File: config.mk
export PLATFORM = sky130hd
export DESIGN_NAME = cla_seq_wide_adder
export DESIGN_NICKNAME = d
export VERILOG_FILES = /design/src/rtl/cla_pkg.sv /design/src/rtl/cla_adder.sv /design/src/rtl/cla_seq_wide_adder.sv
export SDC_FILE = /design/constraint.sdc
export NUM_CORES = 1
export LEC_CHECK = 0
export BUFFER_PORTS_ARGS = -buffer_cell sky130_fd_sc_hd__buf_2
export CORE_MARGIN = 2
export CORE_UTILIZATION = 50
export DETAILED_ROUTE_END_ITERATION = 7
export GPL_ROUTABILITY_DRIVEN = 0
export PLACE_DENSITY = 0.72
export SYNTH_ARGS = -nofsm -noshare
export SYNTH_HDL_FRONTEND = slang
export SYNTH_SLANG_ARGS = --single-unit
File: constraint.sdc
create_clock -name clk -period 6.05 [get_ports clk]
set_input_delay 0.605 -clock clk [delete_from_list [all_inputs] [get_ports clk]]
set_output_delay 0.605 -clock clk [all_outputs]
set_load 0.03 [all_outputs]
File: src/rtl/cla_pkg.sv
// Shared definitions for the sliced carry-lookahead adder: sequencer state
// encoding and the slice-index width helper.
package cla_pkg;

    typedef enum logic {
        IDLE = 1'b0,
        RUN  = 1'b1
    } state_t;

    // Bits needed to index n slices; never narrower than one bit so CHUNKS=1 still has an index.
    function automatic int idx_width(input int n);
        int w;
        w = 0;
        for (int i = 0; i < 32; i++) begin
            if ((32'd1 << i) < n) begin
                w = i + 1;
            end else begin
                w = w;
            end
        end
        return (w < 1) ? 1 : w;
    endfunction

endpackage

File: src/rtl/cla_adder.sv
// Single-level carry-lookahead adder: every carry is a flat sum of
// generate/propagate products, so depth does not grow as a ripple chain.
module cla_adder #(
    parameter int WIDTH = 4
) (
    input  logic [WIDTH-1:0] i_a,
    input  logic [WIDTH-1:0] i_b,
    input  logic             i_cin,
    output logic [WIDTH-1:0] o_sum,
    output logic             o_cout
);

    logic [WIDTH-1:0] w_g;
    logic [WIDTH-1:0] w_p;
    logic [WIDTH:0]   w_c;
    logic             w_cv;
    logic             w_tv;

    assign w_g = i_a & i_b;
    assign w_p = i_a ^ i_b;

    // c[i+1] = g[i] | p[i]g[i-1] | ... | p[i..0]cin, expanded per bit.
    always_comb begin
        w_c    = '0;
        w_cv   = 1'b0;
        w_tv   = 1'b0;
        w_c[0] = i_cin;
        for (int i = 0; i < WIDTH; i++) begin
            w_cv = i_cin;
            for (int j = 0; j <= i; j++) begin
                w_cv = w_cv & w_p[j];
            end
            for (int k = 0; k <= i; k++) begin
                w_tv = w_g[k];
                for (int j = k + 1; j <= i; j++) begin
                    w_tv = w_tv & w_p[j];
                end
                w_cv = w_cv | w_tv;
            end
            w_c[i+1] = w_cv;
        end
    end

    assign o_sum  = w_p ^ w_c[WIDTH-1:0];
    assign o_cout = w_c[WIDTH];

endmodule

File: src/rtl/cla_seq_wide_adder.sv
// Wide adder/subtractor that feeds CHUNK-bit slices of the operands through
// one shared cla_adder, LSB slice first, one slice per clock.
module cla_seq_wide_adder
    import cla_pkg::*;
#(
    parameter int CHUNK  = 4,
    parameter int CHUNKS = 4
) (
    input  logic                      clk,
    input  logic                      rst_n,
    input  logic                      start,
    input  logic                      sub,
    input  logic                      cin,
    input  logic [CHUNK*CHUNKS-1:0]   a,
    input  logic [CHUNK*CHUNKS-1:0]   b,
    output logic                      busy,
    output logic                      done,
    output logic [CHUNK*CHUNKS-1:0]   sum,
    output logic                      cout,
    output logic                      ovf
);

    localparam int TOTAL = CHUNK * CHUNKS;
    localparam int IDX_W = idx_width(CHUNKS);
    localparam logic [IDX_W-1:0] LAST_IDX = IDX_W'(CHUNKS - 1);

    state_t             r_state;
    logic [TOTAL-1:0]   r_a;
    logic [TOTAL-1:0]   r_b;
    logic [TOTAL-1:0]   r_acc;
    logic               r_carry;
    logic [IDX_W-1:0]   r_idx;

    logic [CHUNK-1:0]   w_slice_sum;
    logic               w_slice_cout;
    logic [TOTAL-1:0]   w_acc_next;

    cla_adder #(.WIDTH(CHUNK)) u_cla (
        .i_a    (r_a[int'(r_idx)*CHUNK +: CHUNK]),
        .i_b    (r_b[int'(r_idx)*CHUNK +: CHUNK]),
        .i_cin  (r_carry),
        .o_sum  (w_slice_sum),
        .o_cout (w_slice_cout)
    );

    // Accumulator with the current slice merged in; on the last slice this is the full result.
    always_comb begin
        w_acc_next = r_acc;
        w_acc_next[int'(r_idx)*CHUNK +: CHUNK] = w_slice_sum;
    end

    // Sequencer: capture operands on start, walk the slices, publish the result on the last one.
    always_ff @(posedge clk or negedge rst_n) begin
        if (!rst_n) begin
            r_state <= IDLE;
            r_a     <= '0;
            r_b     <= '0;
            r_acc   <= '0;
            r_carry <= 1'b0;
            r_idx   <= '0;
            busy    <= 1'b0;
            done    <= 1'b0;
            sum     <= '0;
            cout    <= 1'b0;
            ovf     <= 1'b0;
        end else begin
            case (r_state)
                IDLE: begin
                    done <= 1'b0;
                    if (start) begin
                        r_a     <= a;
                        r_b     <= sub ? ~b : b;
                        r_carry <= sub ? 1'b1 : cin;
                        r_idx   <= '0;
                        busy    <= 1'b1;
                        r_state <= RUN;
                    end else begin
                        r_state <= IDLE;
                    end
                end
                RUN: begin
                    r_acc   <= w_acc_next;
                    r_carry <= w_slice_cout;
                    if (r_idx == LAST_IDX) begin
                        sum     <= w_acc_next;
                        cout    <= w_slice_cout;
                        ovf     <= (r_a[TOTAL-1] == r_b[TOTAL-1]) &
                                   (w_acc_next[TOTAL-1] != r_a[TOTAL-1]);
                        done    <= 1'b1;
                        busy    <= 1'b0;
                        r_state <= IDLE;
                    end else begin
                        r_idx   <= r_idx + IDX_W'(1);
                        r_state <= RUN;
                    end
                end
                default: begin
                    r_state <= IDLE;
                    busy    <= 1'b0;
                    done    <= 1'b0;
                end
            endcase
        end
    end

endmodule
==> out/summary.txt <==
status: completed
final WL: 6740 um
post-DR wirelength/cell: 15.7 um
PD cells: 615 nW/um2
total gr overflow: 0
Boundary Pins: 57
unrepaired setup endpoints after global routing: false
Core ar.: 6760 um2
Die Width: 87.2 um
critical path class: reg2reg
DR iter-0 viols: 162
register area share after synthesis: 52.0%
Synthesis Warnings: 0
Setup WS pre-CTS: 2.75 ns
vias per std cell: 5.59
post-route clock period utilization: 54.3%
total power: 2.43 mW
initial antenna violation count: 0
Setup Fix Bufs, Post-CTS: 0
M1 GR Usage: 26.1%
Final Max Tran Viols: 0
DRC Markers: 0
H-Tree Depth: 3
Area growth, synth to finish: 14.0%
Tmin final: 3.29 ns
first-pass GRT wire length: 11400 um
post-synth top area cell: dfrtp_1
# rows: 30
largest net degree at the start of global routing: 73
clock latency at the later pin of the worst-skew pair: 0.34 ns
Setup WS post-layout: 2.76 ns
Avg Inst Size Synth: 11.8 um2
final hold vios: 0
Worst Setup Start Kind: register
Hold Slack: 0.469 ns
FF-to-FF path depth: 7
synthesized cell area: 3460 um2
DPL Wire Length: 4780 um
CTS Buffer Depth: 2
GRT Overall Usage: 19.8%
met2 Use GR: 32.1%
Worst-path clk slew: 0.07 ns
# fillers: 603
max_slew headroom: 40.2%
die footprint: 7610 um2
CP endpoint kind: register
skew final: 0.00936 ns
final net count: 394
maximum VDD drop: 0.271 mV
syn_nets: 343
post-route cell area: 3950 um2
Final setup viols: 0
met3 usage: 5.31%
Die Ht: 87.2 um
Tightest Pin Transition: 0.896 ns
layer with the highest usage: met2
Hold Path Class: in2async
Post-DP Area: 3780 um2
vias in the first global route: 2324
Final ANT Viol Nets: 0
hold_buf cts: 0
setup_tns: 0 ns
cell count after synthesis: 294
CTS tree: yes
I/O Buffers: 56
post-CTS sizing: 0
worst endpoint required time: 6.28 ns
CTS buffer count: 9
via count: 2398
Initial Util: 51.3%
layout cells sized above 1: 29.5%
Leakage Power: 1.84 nW
top cells by area, synth: dfrtp_1 (52%), mux2_2 (5.5%), mux4_2 (5.2%), xnor2_1 (4.6%), ha_1 (4.0%)
crit path DAT: 3.51 ns
number of max-cap violations: 0
ANT cells: 0
Max Clock Freq: 304 MHz
Clk Tree Root Cell: clkbuf_8
post-synth top area share: 52.0%
Yosys cell types: 41
synthesized flop and latch total: 72
commonest non-fill, non-tap cell in the layout: dfrtp_1
commonest cells after routing, fill and taps aside: dfrtp_1 (72), buf_2 (56), nand2_1 (35)
DR pass1 iterations: 4
Clock Sinks: 72
CP max FO: 16
==> sequential cells by signal (all words and copies together) (netlist names) <==
| register | flops |
|---|---|
| r_idx | 2 |
| r_state | 1 |
| ovf | 1 |
| cout | 1 |
| r_carry | 1 |
| sum | 16 |
| done | 1 |
| r_a | 16 |
| busy | 1 |
| r_b | 16 |
| r_acc | 16 |
==> worst max-delay path, stage by stage, from the launching register on <==
cell and delay (ns):
dfrtp_1 0.88, mux4_2 0.61, ha_1 0.31, ha_1 0.20
o211a_1 0.23, or3_1 0.47, and2_4 0.22, a32o_1 0.24
==> report_power, final <==
part / internal (mW) / switching [mW] / leakage [nW] / total, mW
Sequential: 0.697 / 0.169 / 0.912 / 0.866
Combinational: 0.495 / 0.732 / 0.837 / 1.23
Clock: 0.166 / 0.168 / 0.0947 / 0.334
Total: 1.36 / 1.07 / 1.84 / 2.43
==> worst paths after layout <==
kind,startpoint,endpoint,slack [ns]
worst max-delay path,r_idx[0],r_acc[7],2.76
worst max register to register,r_idx[0],r_acc[7],2.76
worst min register to register,sum[5],sum[5],0.48
min in group clk,sum[5],sum[5],0.48
worst min-delay path,rst_n,sum[3],0.47
max in group asynchronous,rst_n,r_b[0],4.99
==> cells in the mapped netlist <==
cell / n
nor4b_2: 1
and2_4: 1
ha_1: 11
or3_1: 2
nor2b_1: 3
a32o_1: 11
nand3_1: 1
dfrtp_1: 72
a31oi_1: 1
nand4_1: 1
nor4_4: 1
a221oi_1: 5
a31o_2: 1
nor4b_4: 1
o21ai_1: 4
clkbuf_1: 11
fa_1: 1
nand2_1: 35
a21oi_1: 2
mux2i_1: 1
a22oi_1: 3
nor2_1: 14
a22o_1: 5
o211a_1: 1
mux4_2: 8
o22ai_1: 1
and2_1: 2
mux2_2: 17
o21a_1: 2
nand2b_1: 1
a21o_1: 1
o31ai_1: 1
nand4b_1: 1
a32oi_1: 7
buf_6: 1
xnor2_1: 18
o21ai_0: 26
and4b_1: 1
inv_1: 11
nor3_1: 1
buf_2: 6
==> area by class of cell <==
type / count / area [um2] / share of cell area, %
Clock buffer: 11 / 151 / 3.84
Clock inverter: 4 / 20.0 / 0.507
Inverter: 11 / 41.3 / 1.05
Multi-Input combinational cell: 193 / 1540 / 39.0
Sequential cell: 72 / 1800 / 45.6
Tap cell: 80 / 100 / 2.54
Timing Repair Buffer: 58 / 295 / 7.48
==> cell families after synthesis <==
logic type / after synthesis / share of synthesized area [%]
compound gates: 71 / 14.5
xor+xnor: 18 / 4.55
fa+ha+maj: 12 / 4.55
buf+inv: 29 / 3.58
flops: 72 / 52.0
mux: 26 / 11.0
simple gates: 66 / 9.75
==> metal layers <==
layer | routed length (um) | up-vias
met3 | 285 | 8
met5 | 0 | -
met1 | 2990 | 1172
li1 | - | 1158
met4 | 113 | 0
met2 | 3350 | 60
==> metrics by stage <==
stage	utilization, %	cells
CTS	58.4	429
floorplan	-	294
global route	58.4	429
global placement	55.9	414
detailed placement	55.9	414
finish	58.4	429
Power figures use the tool's default switching activity.
